<file path="src/rtl/if_fetch.sv">
// if_fetch: instruction fetch stage with PC ownership, in-order memory requests,
// a small {pc, word} buffer toward IF/ID, stall hold and redirect squash.
//
// Ports:
//   clk, rstn         clock, synchronous active-low reset
//   imem_req_valid    request valid toward instruction memory
//   imem_req_ready    memory accepts the request this cycle
//   imem_addr         word-aligned request address
//   imem_rsp_valid    in-order response word valid
//   imem_rsp_data     response instruction word
//   redirect          taken branch/jump: squash and refetch from redirect_pc
//   redirect_pc       new fetch target
//   stall             IF/ID cannot accept this cycle
//   ins_valid         ins/pc_out valid
//   ins               instruction to IF/ID (NOP when nothing buffered)
//   pc_out            PC of ins (holds its last value when nothing buffered)
//   misalign          (IF_MISALIGN_TRAP_EN only) sticky misaligned-redirect trap
//
// Optional feature macro: IF_MISALIGN_TRAP_EN. When undefined, the low two bits
// of redirect_pc are masked and fetch continues at the aligned address.
module if_fetch #(
    parameter int                  WordSize    = 32,
    parameter logic [WordSize-1:0] ResetVector = '0,
    parameter int                  BufDepth    = 2
) (
    input  logic                clk,
    input  logic                rstn,
    output logic                imem_req_valid,
    input  logic                imem_req_ready,
    output logic [WordSize-1:0] imem_addr,
    input  logic                imem_rsp_valid,
    input  logic [31:0]         imem_rsp_data,
    input  logic                redirect,
    input  logic [WordSize-1:0] redirect_pc,
    input  logic                stall,
    output logic                ins_valid,
    output logic [31:0]         ins,
    output logic [WordSize-1:0] pc_out
`ifdef IF_MISALIGN_TRAP_EN
    ,
    output logic                misalign
`endif
);
    localparam int PW = $clog2(BufDepth);
    localparam int CW = $clog2(BufDepth + 1);
    localparam logic [31:0] Nop = 32'h00000013;
    localparam logic [WordSize-1:0] AlignMask = {{(WordSize-2){1'b1}}, 2'b00};

    typedef enum logic [1:0] {FETCH, DRAIN, HALT} state_e;

    state_e              state_q, state_d;
    logic [WordSize-1:0] pc_q, pc_d;
    logic [WordSize-1:0] pc_out_q, pc_out_d;
    logic [CW-1:0]       outst_q, outst_d;
    logic [CW-1:0]       drop_q, drop_d;
    logic [CW-1:0]       cnt_q, cnt_d;
    logic [PW-1:0]       rd_q, rd_d;
    logic [PW-1:0]       wr_q, wr_d;
    logic [PW-1:0]       al_q, al_d;
    logic [31:0]         buf_ins_q [BufDepth];
    logic [31:0]         buf_ins_d [BufDepth];
    logic [WordSize-1:0] buf_pc_q  [BufDepth];
    logic [WordSize-1:0] buf_pc_d  [BufDepth];
`ifdef IF_MISALIGN_TRAP_EN
    logic                misalign_q, misalign_d;
`endif

    logic room, req_valid, acc, rsp, pop;

    assign ins_valid      = cnt_q != '0;
    assign ins            = ins_valid ? buf_ins_q[rd_q] : Nop;
    assign pc_out         = ins_valid ? buf_pc_q[rd_q] : pc_out_q;
    assign imem_req_valid = req_valid;
    assign imem_addr      = pc_q & AlignMask;
`ifdef IF_MISALIGN_TRAP_EN
    assign misalign       = misalign_q;
`endif

    always_comb begin
        state_d   = state_q;
        pc_d      = pc_q;
        pc_out_d  = ins_valid ? buf_pc_q[rd_q] : pc_out_q;
        drop_d    = drop_q;
        cnt_d     = cnt_q;
        rd_d      = rd_q;
        wr_d      = wr_q;
        al_d      = al_q;
        buf_ins_d = buf_ins_q;
        buf_pc_d  = buf_pc_q;
`ifdef IF_MISALIGN_TRAP_EN
        misalign_d = misalign_q;
`endif
        room = ({1'b0, outst_q} + {1'b0, cnt_q}) < (CW + 1)'(BufDepth);
        // In DRAIN the refetch may go out in the same cycle the last stale response is dropped.
        req_valid = rstn && ((state_q == FETCH) ? room :
                             (state_q == DRAIN) ? (imem_rsp_valid && drop_q == CW'(1)) : 1'b0);
        acc     = req_valid && imem_req_ready;
        rsp     = imem_rsp_valid && outst_q != '0;
        pop     = ins_valid && !stall;
        outst_d = outst_q + CW'(acc) - CW'(rsp);
        if (acc)
            pc_d = pc_q + WordSize'(4);
        if (redirect && state_q != HALT) begin
            // Everything in flight after this cycle belongs to the squashed path.
            pc_d    = redirect_pc & AlignMask;
            drop_d  = outst_d;
            state_d = (outst_d != '0) ? DRAIN : FETCH;
            cnt_d   = '0;
            rd_d    = '0;
            wr_d    = '0;
            al_d    = '0;
`ifdef IF_MISALIGN_TRAP_EN
            if (redirect_pc[1:0] != 2'b00) begin
                state_d    = HALT;
                misalign_d = 1'b1;
            end
`endif
        end else if (state_q == FETCH) begin
            // Slots are reserved in request order; the PC is written at accept and
            // the word lands in the same slot when its response returns.
            if (acc) begin
                buf_pc_d[al_q] = pc_q;
                al_d           = al_q + PW'(1);
            end
            if (rsp) begin
                buf_ins_d[wr_q] = imem_rsp_data;
                wr_d            = wr_q + PW'(1);
            end
            if (pop)
                rd_d = rd_q + PW'(1);
            cnt_d = cnt_q + CW'(rsp) - CW'(pop);
        end else if (state_q == DRAIN) begin
            if (rsp)
                drop_d = drop_q - CW'(1);
            if (rsp && drop_q == CW'(1))
                state_d = FETCH;
            if (acc) begin
                buf_pc_d[al_q] = pc_q;
                al_d           = al_q + PW'(1);
            end
        end
    end

    always_ff @(posedge clk) begin
        if (!rstn) begin
            state_q  <= FETCH;
            pc_q     <= ResetVector;
            pc_out_q <= '0;
            outst_q  <= '0;
            drop_q   <= '0;
            cnt_q    <= '0;
            rd_q     <= '0;
            wr_q     <= '0;
            al_q     <= '0;
`ifdef IF_MISALIGN_TRAP_EN
            misalign_q <= 1'b0;
`endif
        end else begin
            state_q  <= state_d;
            pc_q     <= pc_d;
            pc_out_q <= pc_out_d;
            outst_q  <= outst_d;
            drop_q   <= drop_d;
            cnt_q    <= cnt_d;
            rd_q     <= rd_d;
            wr_q     <= wr_d;
            al_q     <= al_d;
`ifdef IF_MISALIGN_TRAP_EN
            misalign_q <= misalign_d;
`endif
        end
    end

    // Buffer storage needs no reset: occupancy gates every read.
    always_ff @(posedge clk) begin
        buf_ins_q <= buf_ins_d;
        buf_pc_q  <= buf_pc_d;
    end
endmodule

</file>
<file path="config.mk">
export PLATFORM = sky130hd
export DESIGN_NAME = if_fetch
export DESIGN_NICKNAME = d
export VERILOG_FILES = /design/src/rtl/if_fetch.sv
export SDC_FILE = /design/constraint.sdc
export NUM_CORES = 1
export LEC_CHECK = 0
export BUFFER_PORTS_ARGS = -buffer_cell sky130_fd_sc_hd__buf_4
export CAP_MARGIN = 20
export CELL_PAD_IN_SITES_DETAIL_PLACEMENT = 2
export CELL_PAD_IN_SITES_GLOBAL_PLACEMENT = 2
export CORE_MARGIN = 3
export CORE_UTILIZATION = 37
export CTS_BUF_LIST = sky130_fd_sc_hd__clkbuf_8
export CTS_CLUSTER_DIAMETER = 100
export CTS_CLUSTER_SIZE = 40
export DETAILED_ROUTE_END_ITERATION = 10
export MAX_ROUTING_LAYER = met4
export PLACE_DENSITY = 0.85
export SETUP_SLACK_MARGIN = 0.1
export SLEW_MARGIN = 25
export SYNTH_ARGS = -nofsm -noshare
export SYNTH_HDL_FRONTEND = slang
export SYNTH_SLANG_ARGS = --single-unit
</file>
<file path="constraint.sdc">
create_clock -name clk -period 6.71 [get_ports clk]
set_input_delay 1.342 -clock clk [delete_from_list [all_inputs] [get_ports clk]]
set_output_delay 1.342 -clock clk [all_outputs]
set_load 0.05 [all_outputs]
</file>
Word level (Yosys, flattened, before mapping):

Cells that the tools add are included.

* word-level logic and storage cells: 98
* bits of input ports: 70
* register bits: 203
* output and inout port bits: 98

* bitwise gates (word level): 5
* $lt $le $gt $ge: 6
* multiplexer cells: 33
* $add $sub $neg: 10
* eq/ne operators: 4
* reductions and logical operators: 26

Operators by type and width (count)
* $mux 32: 12
* $mux 64: 3
* $bwmux 64: 2
* $demux 32 s1: 2
* $add 32x3->32 const B: 1
* $mux 2: 8
* $reduce_bool 2->1: 8
* $logic_and 1x1->1: 9
* $reduce_and 3->1: 3
* $ge 2x2->1 const B: 3
* $mux 1: 6
* $not 1->2: 3
* $reduce_and 2->1: 3
* $add 2x1->2: 2
* $eq 2x1->1 const B: 2
* $lt 2x1->1 const B: 2
* $sub 2x1->2: 2
* $add 1x1->1 const B: 3
* $add 2x2->3: 1
* $lt 3x2->1 const B: 1
* $logic_not 2->1: 1
* $ne 2x1->1 const B: 1
* $ne 2x2->1 const B: 1
* $not 1->1: 2
* other kinds (3): 3

Longest topological paths before layout:

* depth in word-level cells: 11
* mapped depth: 15
* gate-level depth less buffers: 12

Least setup slack after synthesis:

No wires, ideal clock.

* path kind: input -> register
* start point: input redirect
* end point: register buf_ins_q[32] in the netlist's numbering, enable pin
* data required time: 6209 ps
* cell stages on the path: 3
* library setup time: 501 ps
* path buffers: 2
* arrival: 4860 ps
* setup slack: 1348 ps
* path through: clkbuf_1 clkbuf_1 nor4_1

* longest elaborated chain between the ends: 3

RTL lines
* from (decl): RTL line 33 `input logic redirect,`
* $logic_and 1x1->1: RTL line 103 `if (redirect && state_q != HALT) begin`
* $not 1->1 (no source line)
* $reduce_and 3->1 (no source line)
* to (signal assigned): RTL line 176 `buf_ins_q <= buf_ins_d;`
* to (decl): RTL line 60 `logic [31:0] buf_ins_q [BufDepth];`

No other way between the ends.
A chain may end at the register's enable or synchronous reset.

Final worst setup path:

* start point: register cnt_q[1]
* end point: output pc_out[23]

* longest elaborated chain between the ends: 2

RTL lines
* from (decl): RTL line 56 `logic [CW-1:0] cnt_q, cnt_d;`
* from (signal assigned): RTL line 164 `cnt_q <= cnt_d;`
* $reduce_bool 2->1: RTL line 70 `assign ins_valid = cnt_q != '0;`
* $mux 32
* to (decl): RTL line 38 `output logic [WordSize-1:0] pc_out`

No other way between the ends.

==> results_dict.tcl <==
set metrics [dict create \
    cp_max_fo 60 \
    ys.flop_type "edfxtp_1" \
    clock.fmax_mhz 233 \
    clock_sinks 196 \
    grt_max_degree 67 \
    relSlewSlack_pct 35.6 \
    synth.most_common_cell "edfxtp_1" \
    nets 887 \
    async_flop_share_pct 0 \
    fin_cells 1099 \
    wl_mm 25.7 \
    drc 0 \
    status "finished, final reports clean" \
    min_path_type "reg -> reg" \
    cp_cell_sequence "nor2_4, buf_4, nand2_1, o21ai_0, buf_4" \
    ctsResizeCount 0 \
    cts-root-buf "clkbuf_8" \
    grt_pass1_wl_mm 39.0 \
    dp_cells 1065 \
    fp.dieW_um 154 \
    seqPwrFrac_pct 50.6 \
    drive_above_1_share_pct 25.5 \
    initial_utilization_pct 38.1 \
    core_area_um2 21300 \
    p_int_mw 1.84 \
    critPathLaunchType "register" \
    yosys.area.top_type_share_pct 45.9 \
    gp_congestion 0.803 \
    yosys-top-cells-area "edfxtp_1 (46%), dfxtp_1 (18%), mux2i_1 (7.8%), o21ai_0 (3.5%), and2_1 (2.9%)" \
    path_clk_slew_ns 0.10 \
    cp.required_ns 5.37 \
    p_sw_share_pct 35.0 \
    post-cts-setup-buffers 0 \
    drv_slew 0 \
    cts_buffer_depth 2 \
    synth_seq_cells 196 \
    mappedNetlistArea_um2 8100 \
    die_area_um2 23700 \
    final_antenna_net_count 0 \
    setup_violations 0 \
    yosysTopAreaCell "edfxtp_1" \
    power_density_nw_per_um2 285 \
    power_frac_comb_pct 23.5 \
    ios 168 \
    synth-edff-count 124 \
    worst_pin_slew_ns 0.964 \
    ctsHtreeMaxLevel 4 \
    worst_skew_pair.late_latency_ns 0.48 \
    grt_usage_pct 21.8 \
    critical_path.most_common_cell "buf_4" \
    grt_antenna_before_repair 1 \
    rows 53 \
    port-buffer-count 163 \
    ys_warn_count 0 \
    dpl.hpwl_mm 17.8 \
    drt-pass1-iter-count 4 \
    syn_avg_cell_area_um2 12.2 \
    finalHoldViolCount 0 \
    die_h_um 154 \
    critPathCaptureType "primary output" \
    cp.arrival_ns 2.96 \
    cts_made_buffers 17 \
    tns_ns 0 \
    cap_violations 0 \
    post-route-period-util_pct 64.1 \
    drt-initial-drc-count 319 \
    finClkSkew_ns 0.0202 \
    grt_pass1_vias 6633 \
    slowest_stage "nor2_4" \
    viasPerCell 5.42 \
    cts_hold_buffers 0 \
    dr_total_vias 5957 \
    max_stage_delay_ns 0.76 \
    postSynthCellCount 664 \
    synthToLayoutAreaGrowth_pct 22.8 \
    power.share.clock_pct 25.8 \
    cts_tree "done" \
    grt_overflow 0 \
    synthDistinctLibCells 52 \
    ir_worst_vdd_mv 0.144 \
    critPathKind "reg -> out" \
    finalCriticalPeriod_ns 4.30 \
    ys_seq_area_share_pct 63.7 \
    leakage_nw 3.61 \
    yosys-top-cells-count "edfxtp_1 (124), dfxtp_1 (72), mux2i_1 (63), o21ai_0 (57), nand2_1 (51)" \
    rsz0062_at_grt "no" \
    wl_per_cell_um 23.4 \
    p_sw_mw 0.993 \
]
-- power by group through the flow --
| stage | logic [mW] | registers (mW) | clock network, mW |
|---|---|---|---|
| after floorplan | 0.412 | 1.47 | 0 |
| after detailed placement | 0.667 | 1.47 | 0 |
| after CTS | 0.669 | 1.44 | 0.746 |
| after global placement | 0.631 | 1.45 | 0 |
| final | 0.667 | 1.43 | 0.732 |
| after global routing | 0.714 | 1.45 | 0.799 |
-- critical path, delay by kind of cell (launching register included) --
family	cells	cell delay, ns
buf+inv	2	0.91
simple gates	2	0.94
compound gates	1	0.21
flops	1	0.38
-- flip-flops by register name, summed over array words and instances (netlist names) --
register	flops
pc_out_q	32
pc_q	30
drop_q	2
outst_q	2
wr_q	1
buf_ins_q	64
rd_q	1
cnt_q	2
state_q	1
buf_pc_q	60
al_q	1
-- area by class of cell --
class	count	area (µm²)
Fill cell	2143	11300
Sequential cell	196	5170
Multi-Input combinational cell	414	2730
Timing Repair Buffer	170	1300
Tap cell	275	344
Clock buffer	18	248
Clock inverter	14	120
Inverter	11	41.3
Antenna cell	1	2.50
-- path summary, 6_finish.rpt --
kind,start,to,slack (ns),cells after the start
hold / removal,pc_out_q[1],pc_out_q[1],0.50,1
setup reg to reg,cnt_q[0],drop_q[1],3.31,12
hold reg to reg,pc_out_q[1],pc_out_q[1],0.50,1
setup / recovery,cnt_q[1],pc_out[23],2.41,5
-- cells in the final DEF (no fill, tap or decap), types with 12 or more instances in the layout --
cell / synthesis / final
nand2_1: 51 / 51
nor2_1: 46 / 45
a31oi_1: 14 / 14
mux2i_1: 63 / 63
and2_1: 37 / 37
and3_1: 12 / 12
buf_4: 2 / 169
o21ai_0: 57 / 57
or4_1: 13 / 13
edfxtp_1: 124 / 124
nand3_1: 12 / 12
dfxtp_1: 72 / 71
clkbuf_8: 0 / 18
-- through the flow --
stage | cell area, µm² | hold WS, ns | setup slack, ns | power [mW] | util (%)
after CTS | 9920 | 0.500 | 2.37 | 2.85 | 46.6
after global routing | 9950 | 0.528 | 2.16 | 2.96 | 46.7
after floorplan | 8110 | 0.451 | 1.35 | 1.88 | -
final | 9950 | 0.496 | 2.41 | 2.83 | 46.7
after detailed placement | 9550 | 0.473 | 2.46 | 2.13 | 44.9
after global placement | 9550 | 0.466 | 2.60 | 2.08 | 44.9
-- routing by layer --
| layer | GRT usage (%) | share of wire (%) | vias up |
|---|---|---|---|
| met5 | - | 0 | - |
| met4 | 6.10 | 2.5 | 0 |
| met3 | 3.63 | 3.6 | 41 |
| met2 | 38.0 | 53 | 168 |
| met1 | 26.2 | 41 | 3015 |
| li1 | - | - | 2733 |
-- kinds of logic after synthesis --
family | count (synthesis) | synth area share [%]
mux | 63 | 7.78
buf+inv | 55 | 2.89
other cells | 1 | 0.0463
compound gates | 114 | 8.92
xor+xnor | 12 | 1.30
simple gates | 216 | 14.2
fa+ha+maj | 7 | 1.17
flops | 196 | 63.7
Power figures use the tool's default switching activity.
